[src/rtl/pipe_pkg.sv]
// Shared types for the multi-cycle pipeline delay register.
package pipe_pkg;

  localparam int DST_W = 5;

  typedef enum logic [1:0] {
    ST_IDLE    = 2'd0,
    ST_STALL   = 2'd1,
    ST_RELEASE = 2'd2
  } state_t;

endpackage

[src/rtl/stall_counter.sv]
// Stall sequencer: holds a qualifying request stalled for DELAY cycles.
// state      | meaning
// ST_IDLE    | no stall in progress; a request stalls immediately
// ST_STALL   | stall in progress; cnt_q counts remaining stall cycles minus one
// ST_RELEASE | stall done; stalled drops for one cycle before returning to idle
module stall_counter
  import pipe_pkg::*;
#(
  parameter int DELAY = 1,
  parameter int CNTW  = 4
) (
  input  logic clk,
  input  logic reset,
  input  logic req,
  output logic stalled
);

  localparam int LOAD = (DELAY >= 2) ? DELAY - 2 : 0;

  state_t            state_q;
  logic [CNTW-1:0]   cnt_q;

  always_ff @(posedge clk) begin
    if (reset) begin
      state_q <= ST_IDLE;
      cnt_q   <= '0;
    end else begin
      case (state_q)
        ST_IDLE: begin
          if (req && DELAY >= 2) begin
            state_q <= ST_STALL;
            cnt_q   <= CNTW'(LOAD);
          end else if (req && DELAY == 1) begin
            state_q <= ST_RELEASE;
          end
        end
        ST_STALL: begin
          // withdrawal aborts the stall; counter exits at zero so it never wraps
          if (!req) begin
            state_q <= ST_IDLE;
            cnt_q   <= '0;
          end else if (cnt_q == '0) begin
            state_q <= ST_RELEASE;
          end else begin
            cnt_q <= cnt_q - CNTW'(1);
          end
        end
        ST_RELEASE: state_q <= ST_IDLE;
        default: begin
          state_q <= ST_IDLE;
          cnt_q   <= '0;
        end
      endcase
    end
  end

  always_comb begin
    stalled = 1'b0;
    if (!reset && DELAY != 0) begin
      case (state_q)
        ST_IDLE, ST_STALL: stalled = req;
        default:           stalled = 1'b0;
      endcase
    end
  end

endmodule

[src/rtl/pipedelayreg_multi.sv]
// Pipeline data register with a DELAY-cycle stall on writeback requests
// and queueing of squashes that arrive while the stage is disabled.
module pipedelayreg_multi
  import pipe_pkg::*;
#(
  parameter int WIDTH = 32,
  parameter int DELAY = 1,
  parameter int CNTW  = 4
) (
  input  logic             clk,
  input  logic             reset,
  input  logic [WIDTH-1:0] d,
  input  logic             en,
  input  logic             squashn,
  input  logic [DST_W-1:0] dst,
  output logic [WIDTH-1:0] q,
  output logic             stalled,
  output logic             squash_pend
);

  logic             req;
  logic [WIDTH-1:0] q_d, q_q;
  logic             pend_d, pend_q;

  assign req = en & (|dst);

  stall_counter #(
    .DELAY (DELAY),
    .CNTW  (CNTW)
  ) u_stall (
    .clk     (clk),
    .reset   (reset),
    .req     (req),
    .stalled (stalled)
  );

  always_comb begin
    q_d    = q_q;
    pend_d = pend_q;
    if (en && (!squashn || pend_q)) begin
      q_d    = '0;
      pend_d = 1'b0;
    end else if (!en && !squashn) begin
      pend_d = 1'b1;
    end else if (en) begin
      q_d = d;
    end
  end

  always_ff @(posedge clk) begin
    if (reset) begin
      q_q    <= '0;
      pend_q <= 1'b0;
    end else begin
      q_q    <= q_d;
      pend_q <= pend_d;
    end
  end

  assign q           = q_q;
  assign squash_pend = pend_q;

endmodule

[config.mk]
export PLATFORM = sky130hd
export DESIGN_NAME = pipedelayreg_multi
export DESIGN_NICKNAME = d
export VERILOG_FILES = /design/src/rtl/pipe_pkg.sv /design/src/rtl/stall_counter.sv /design/src/rtl/pipedelayreg_multi.sv
export SDC_FILE = /design/constraint.sdc
export NUM_CORES = 1
export LEC_CHECK = 0
export ABC_AREA = 1
export ABC_CLOCK_PERIOD_IN_PS = 1200
export BUFFER_PORTS_ARGS = -buffer_cell sky130_fd_sc_hd__buf_2
export CAP_MARGIN = 15
export CORE_AREA = 2 2 62 64
export DETAILED_ROUTE_END_ITERATION = 12
export DIE_AREA = 0 0 64 66
export PLACE_DENSITY_LB_ADDON = 0.05
export SLEW_MARGIN = 0
export SYNTH_ARGS = -nofsm -noshare
export SYNTH_HDL_FRONTEND = slang
export SYNTH_SLANG_ARGS = --single-unit
export TNS_END_PERCENT = 50
[constraint.sdc]
create_clock -name clk -period 1.2 [get_ports clk]
set_clock_uncertainty 0.15 [all_clocks]
set_input_delay 0.24 -clock clk [delete_from_list [all_inputs] [get_ports clk]]
set_output_delay 0.24 -clock clk [all_outputs]
set_load 0.1 [all_outputs]
Yosys cells after proc, flatten, opt, wreduce, memory -nomap -nowiden
Index checks and enable logic that the tools add are counted.
{"block": "totals", "register_bits": 39, "latch_bits": 0, "ram_bits": 0, "mem_bits_ro": 0, "in_bits": 41, "output_inout_bits": 34, "wordCells": 36, "memories": 0}
{"block": "op_classes", "addsub": 1, "n_mul": 0, "div_mod_pow": 0, "order_cmp": 0, "eq_ne": 5, "shift": 0, "mux": 9, "n_bitwise": 3, "reduce_logical": 14}
{"op": "4-bit two-way mux", "n": 2}
{"op": "4-bit case mux with 2 select lines", "n": 1}
{"op": "2-bit two-way mux", "n": 3}
{"op": "3-bit inequality test, second input constant", "n": 2}
{"op": "2-bit AND reduction", "n": 3}
{"op": "2-bit OR reduction", "n": 3}
{"op": "5-bit OR reduction", "n": 1}
{"op": "4-bit logical NOT", "n": 1}
{"op": "2-bit case mux with 2 select lines", "n": 1}
{"op": "4-bit by 1-bit subtractor with 4-bit output, second input constant", "n": 1}
{"op": "2-bit by 1-bit equality test with 1-bit output, second input constant", "n": 1}
{"op": "2-bit equality test, second input constant", "n": 1}
{"op": "1-bit logical AND", "n": 2}
{"op": "1-bit logical NOT", "n": 2}
{"op": "2-bit logical NOT", "n": 1}
{"op": "1-bit two-way mux", "n": 2}
{"op": "2-bit by 1-bit inequality test with 1-bit output, second input constant", "n": 1}
{"op": "1-bit NOT", "n": 2}
{"op": "1-bit AND", "n": 1}
{"op": "1-bit logical OR", "n": 1}

Logic depth before layout (Yosys ltp)
{"block": "depth", "ltp_word": 4, "ltp_mapped": 6, "mapped_depth_nobuf": 5}

Hierarchy
A second synthesis with hierarchy kept.
{"block": "unflattened", "cells_unflattened": 252, "hier_area_um2": 1532.7}
{"module": "pipedelayreg_multi", "instances": 1, "cells_per_inst": 247, "area_per_inst_um2": 1497.7}
{"module": "stall_counter", "instances": 1, "cells_per_inst": 5, "area_per_inst_um2": 35.0}

Worst setup path after synthesis
Ideal clock, no wire load.
{"block": "synth_path", "path_type": "register to register", "start": "reg pend_q (netlist: squash_pend)", "end": "reg q_q[0] (netlist: q[0])", "setup_ns": 0.116, "t_arrival_ns": 1.480, "required_ns": 0.934, "slack_ns": -0.546, "stages_incl_launch_ff": 7, "synth_period_minus_slack_ns": 1.746, "cell_sequence": "dfxtp_1 > inv_1 > nand2_1 > nand2_1 > nand2_1 > buf_2 > nor2_1"}
{"block": "synth_between", "elab_chain_cells": 3}
{"item": "start, declared", "line": "pipedelayreg_multi.sv:23", "source": "logic pend_d, pend_q;"}
{"item": "start signal, assigned", "line": "pipedelayreg_multi.sv:56", "source": "pend_q <= pend_d;"}
{"item": "1-bit logical OR", "line": "pipedelayreg_multi.sv:40", "source": "if (en && (!squashn || pend_q)) begin"}
{"item": "1-bit logical AND", "line": "pipedelayreg_multi.sv:40"}
{"item": "2-bit OR reduction (no line)"}
{"item": "end signal, assigned", "line": "pipedelayreg_multi.sv:55", "source": "q_q <= q_d;"}
{"item": "end, declared", "line": "pipedelayreg_multi.sv:22", "source": "logic [WIDTH-1:0] q_d, q_q;"}
No other way between the ends.
A chain may end at the register's enable or synchronous reset.

Worst setup path after layout
{"block": "layout_path", "start": "reg u_stall.state_q[1]", "end": "out stalled"}
{"block": "layout_between", "elab_chain_cells": 4, "elab_cells_between_ends": 5, "classes_between": "1 x eq/ne; 2 x mux; 2 x reduce/logical"}
{"item": "start, declared", "line": "stall_counter.sv:20", "source": "state_t state_q;"}
{"item": "start signal, assigned", "line": "stall_counter.sv:25", "source": "state_q <= ST_IDLE;"}
{"item": "start signal, assigned", "line": "stall_counter.sv:31", "source": "state_q <= ST_STALL;"}
{"item": "start signal, assigned", "line": "stall_counter.sv:34", "source": "state_q <= ST_RELEASE;"}
{"item": "2-bit by 1-bit equality test with 1-bit output / 2-bit logical NOT (equally long branches)", "line": "stall_counter.sv:60", "source": "case (state_q)"}
{"item": "2-bit OR reduction *", "line": "stall_counter.sv:60"}
{"item": "1-bit two-way mux *", "line": "stall_counter.sv:60"}
{"item": "1-bit two-way mux *", "line": "stall_counter.sv:59", "source": "if (!reset && DELAY != 0) begin"}
{"item": "end, declared", "line": "pipedelayreg_multi.sv:17", "source": "output logic stalled,"}
Every way passes the cells marked *; elsewhere a longest branch is shown, timed or not.

==> reports/results.txt <==
The worst hold path cell count works out to 3. The setup path with the least slack is of type flip-flop to output port. After synthesis the cells add up to 1529 um^2.

The share of Yosys cell area claimed by the top area cell type is 0.4452, and the headroom to the max-slew limit is 0.7986. The final number of setup-violating endpoints is 34, and the first-iteration detailed-routing DRC count is 65. Compared with the post-synthesis result, the final layout area differs by 69.48%. The worst path needs 1.552 ns of the cycle, external delays included. The final layout contains routed wiring with a total length of 3.229 mm. The worst slack on hold paths is 0.03334 ns. The placer congestion estimate is 0.6583. The longest clock path from root to sink contains 2 buffers.

In this run the tool buffered the top-level ports with 74 buffer cells. Adding up every negative setup slack in the final design gives -1.869 ns. The row count is 22.

The flow ran to the end, but the final reports show violations. Of all nets on the critical path, the largest fanout is 2. The ratio of cells with drive above 1 in the final layout is 0.3799, and the mean routed wirelength per cell is 8.565 um. Before CTS, the worst setup slack after placement is -0.1462 ns. The detailed-router iteration count before antenna repair was 4; the total number of yosys warnings was 0. The checks that failed: setup timing. TritonCTS created 5 clock buffers. The clock sink count is 34.

I/O pin total: 75. The layout has 319 filler cells. Counting every net in the synthesized netlist gives 291. The overall global routing resource usage came out at 0.1667. The depth of the worst register-to-register path was 6. TritonCTS built the clock tree. The pin count of the biggest net entering global routing was 33; the synthesized area divided by synthesized cell count was 6.116 um^2. The logs give 0 for the number of max-slew violations in the final report and 2591 um^2 for the final standard cell area without fillers. STA puts the critical path data arrival time at 1.16 ns. The total area inside the core boundary comes to 3551 um^2. Across the run, the number of max-cap violations was 0. For this block, the via count after detailed routing is 1546. The final critical-path setup slack is -0.3515 ns, and the data required time of the worst path is 0.81 ns.

The run gives 0.4306 as the initial standard-cell utilization of the core. The measured slew at the worst slew-check pin came out at 0.3022 ns. Setup repair after global routing could not meet its margin everywhere.

The count of nets left with antenna violations once routing finished came out at 0. The total congestion overflow came out at 0. In the post-synthesis netlist, the biggest area contributors are sky130_fd_sc_hd__dfxtp_1 45%, sky130_fd_sc_hd__nor2_1 24%, sky130_fd_sc_hd__inv_1 14%. The tightest min-delay check is of the primary input to flip-flop type.

The H-tree was split into 2 levels. The floorplan step defined a die boundary enclosing 4224 um^2. The cell area power density is 1043 nW/um^2.

Number of hold-slack violations in the final timing report: 0. The clock transition at the registers of the reported paths is 0.09 ns, and the highest achievable clock rate is 644.5 MHz. The tools report the met1 usage in global routing as 0.1541. The post-route fraction of the period consumed by the critical path came out at 1.293. At the later pin of the worst-skew pair, clock insertion delay measures 0.32 ns.

The met2 usage in global routing is 0.3138, and the height of the chip is 66 um. The first global-routing pass estimated 5.409 mm of wire. In the routed layout, each cell is associated on average with a via count of 4.101. The most heavily used metal layer in global routing was met2. The final HPWL from detailed placement came out at 2.485 mm. The initial antenna violation count is 0, and the part of the Yosys area used for sequential elements is 0.4452. VDD sags by at most 0.7515 mV. The kind of end point of the critical path is an output port.

For this run, design rule violations remaining after detail routing come to 0. The final net count is 370, and the number of storage elements in the synthesis netlist is 34. Counting distinct cell types in the post-synthesis netlist gives 10. STA classifies the critical path startpoint as a flip-flop. The leakage power of the design came out at 1.318 nW.

Library cell with the largest summed area after synthesis: sky130_fd_sc_hd__dfxtp_1. The run gives 0 as the count of inserted antenna diode cells. The tools report the clock tree root buffer cell as sky130_fd_sc_hd__clkbuf_4. The number of global-route vias before repair was 1403. The x dimension of the die is 64 um, and the met3 routing resource usage after global routing is 0.08348. Synthesis handed over a netlist of 250 instances. Total power for the finished layout comes to 2.702 mW. Summing all placed instances gives a cell area of 2516 um^2.
[synthesized netlist by cell type (all sizes together)]
master,count
nor2,98
buf,10
nand3,1
clkinv,10
dfxtp,34
nand2,36
nor3b,2
inv,59
[power breakdown]
group | switching (mW) | internal [mW]
Sequential | 0.0529 | 1.19
Combinational | 0.567 | 0.338
Clock | 0.332 | 0.221
Total | 0.952 | 1.75
[cells by family (layout without fill, tap and decap cells)]
logic type,Yosys count,in the layout,share of synthesized area
buffers and inverters,79,158,0.2128
DFF,34,34,0.4452
and+or+nand+nor,137,137,0.3421
[critical path, stage by stage (launching register included)]
cell,delay [ns]
sky130_fd_sc_hd__dfxtp_1,0.31
sky130_fd_sc_hd__nor3b_2,0.18
sky130_fd_sc_hd__nand2_2,0.10
sky130_fd_sc_hd__clkinvlp_4,0.08
sky130_fd_sc_hd__buf_12,0.16
[layout by cell type, fill, tap and decap left out]
cell	count
sky130_fd_sc_hd__clkinvlp_4	1
sky130_fd_sc_hd__buf_4	6
sky130_fd_sc_hd__nand3_1	1
sky130_fd_sc_hd__clkbuf_1	2
sky130_fd_sc_hd__clkinv_1	10
sky130_fd_sc_hd__dfxtp_2	32
sky130_fd_sc_hd__dfxtp_4	1
sky130_fd_sc_hd__buf_2	40
sky130_fd_sc_hd__nor3b_2	1
sky130_fd_sc_hd__inv_2	1
sky130_fd_sc_hd__nand2_1	34
sky130_fd_sc_hd__nor2_1	98
sky130_fd_sc_hd__nand2_2	2
sky130_fd_sc_hd__dfxtp_1	1
sky130_fd_sc_hd__buf_12	36
sky130_fd_sc_hd__nor3b_1	1
sky130_fd_sc_hd__inv_1	57
sky130_fd_sc_hd__clkbuf_4	5
[worst paths after layout]
check / from / to / slack (ns)
max: u_stall.state_q[1] / stalled / -0.35
max reg2reg: squash_pend / q[2] / 0.10
min reg2reg: q[29] / q[29] / 0.42
min: reset / squash_pend / 0.03
[routing by layer]
metal	part of all wire	routed length (um)
met1	0.40	1279
met2	0.50	1630
met3	0.088	284
met4	0.011	34
met5	0	0
[registers in the layout, indices dropped and copies added (netlist names)]
| name | count |
|---|---|
| squash_pend | 1 |
| q | 32 |
| u_stall.state_q | 1 |
[metrics by stage]
step / utilization / cells
2_1_floorplan: - / 250
4_1_cts: 0.7269 / 376
5_1_grt: 0.7297 / 377
3_5_place_dp: 0.7086 / 367
6_report: 0.7297 / 377
3_3_place_gp: 0.7086 / 367
[area by class of cell]
type / instances / area (um^2) / area share
Multi-Input combinational cell: 137 / 533.0 / 0.2057
Clock buffer: 7 / 45.04 / 0.01738
Tap cell: 48 / 60.06 / 0.02318
Timing Repair Buffer: 82 / 965.9 / 0.3728
Sequential cell: 34 / 724.4 / 0.2796
Inverter: 69 / 262.8 / 0.1014
[timing repair]
action                                  4_1_cts  5_1_grt
resized for setup                             1        1
endpoints found under the setup margin       34       35
setup buffers                                 2        1
pin swaps                                     2        1
hold buffers                                  0        0
Note: power is estimated with default switching activity, not from simulation.
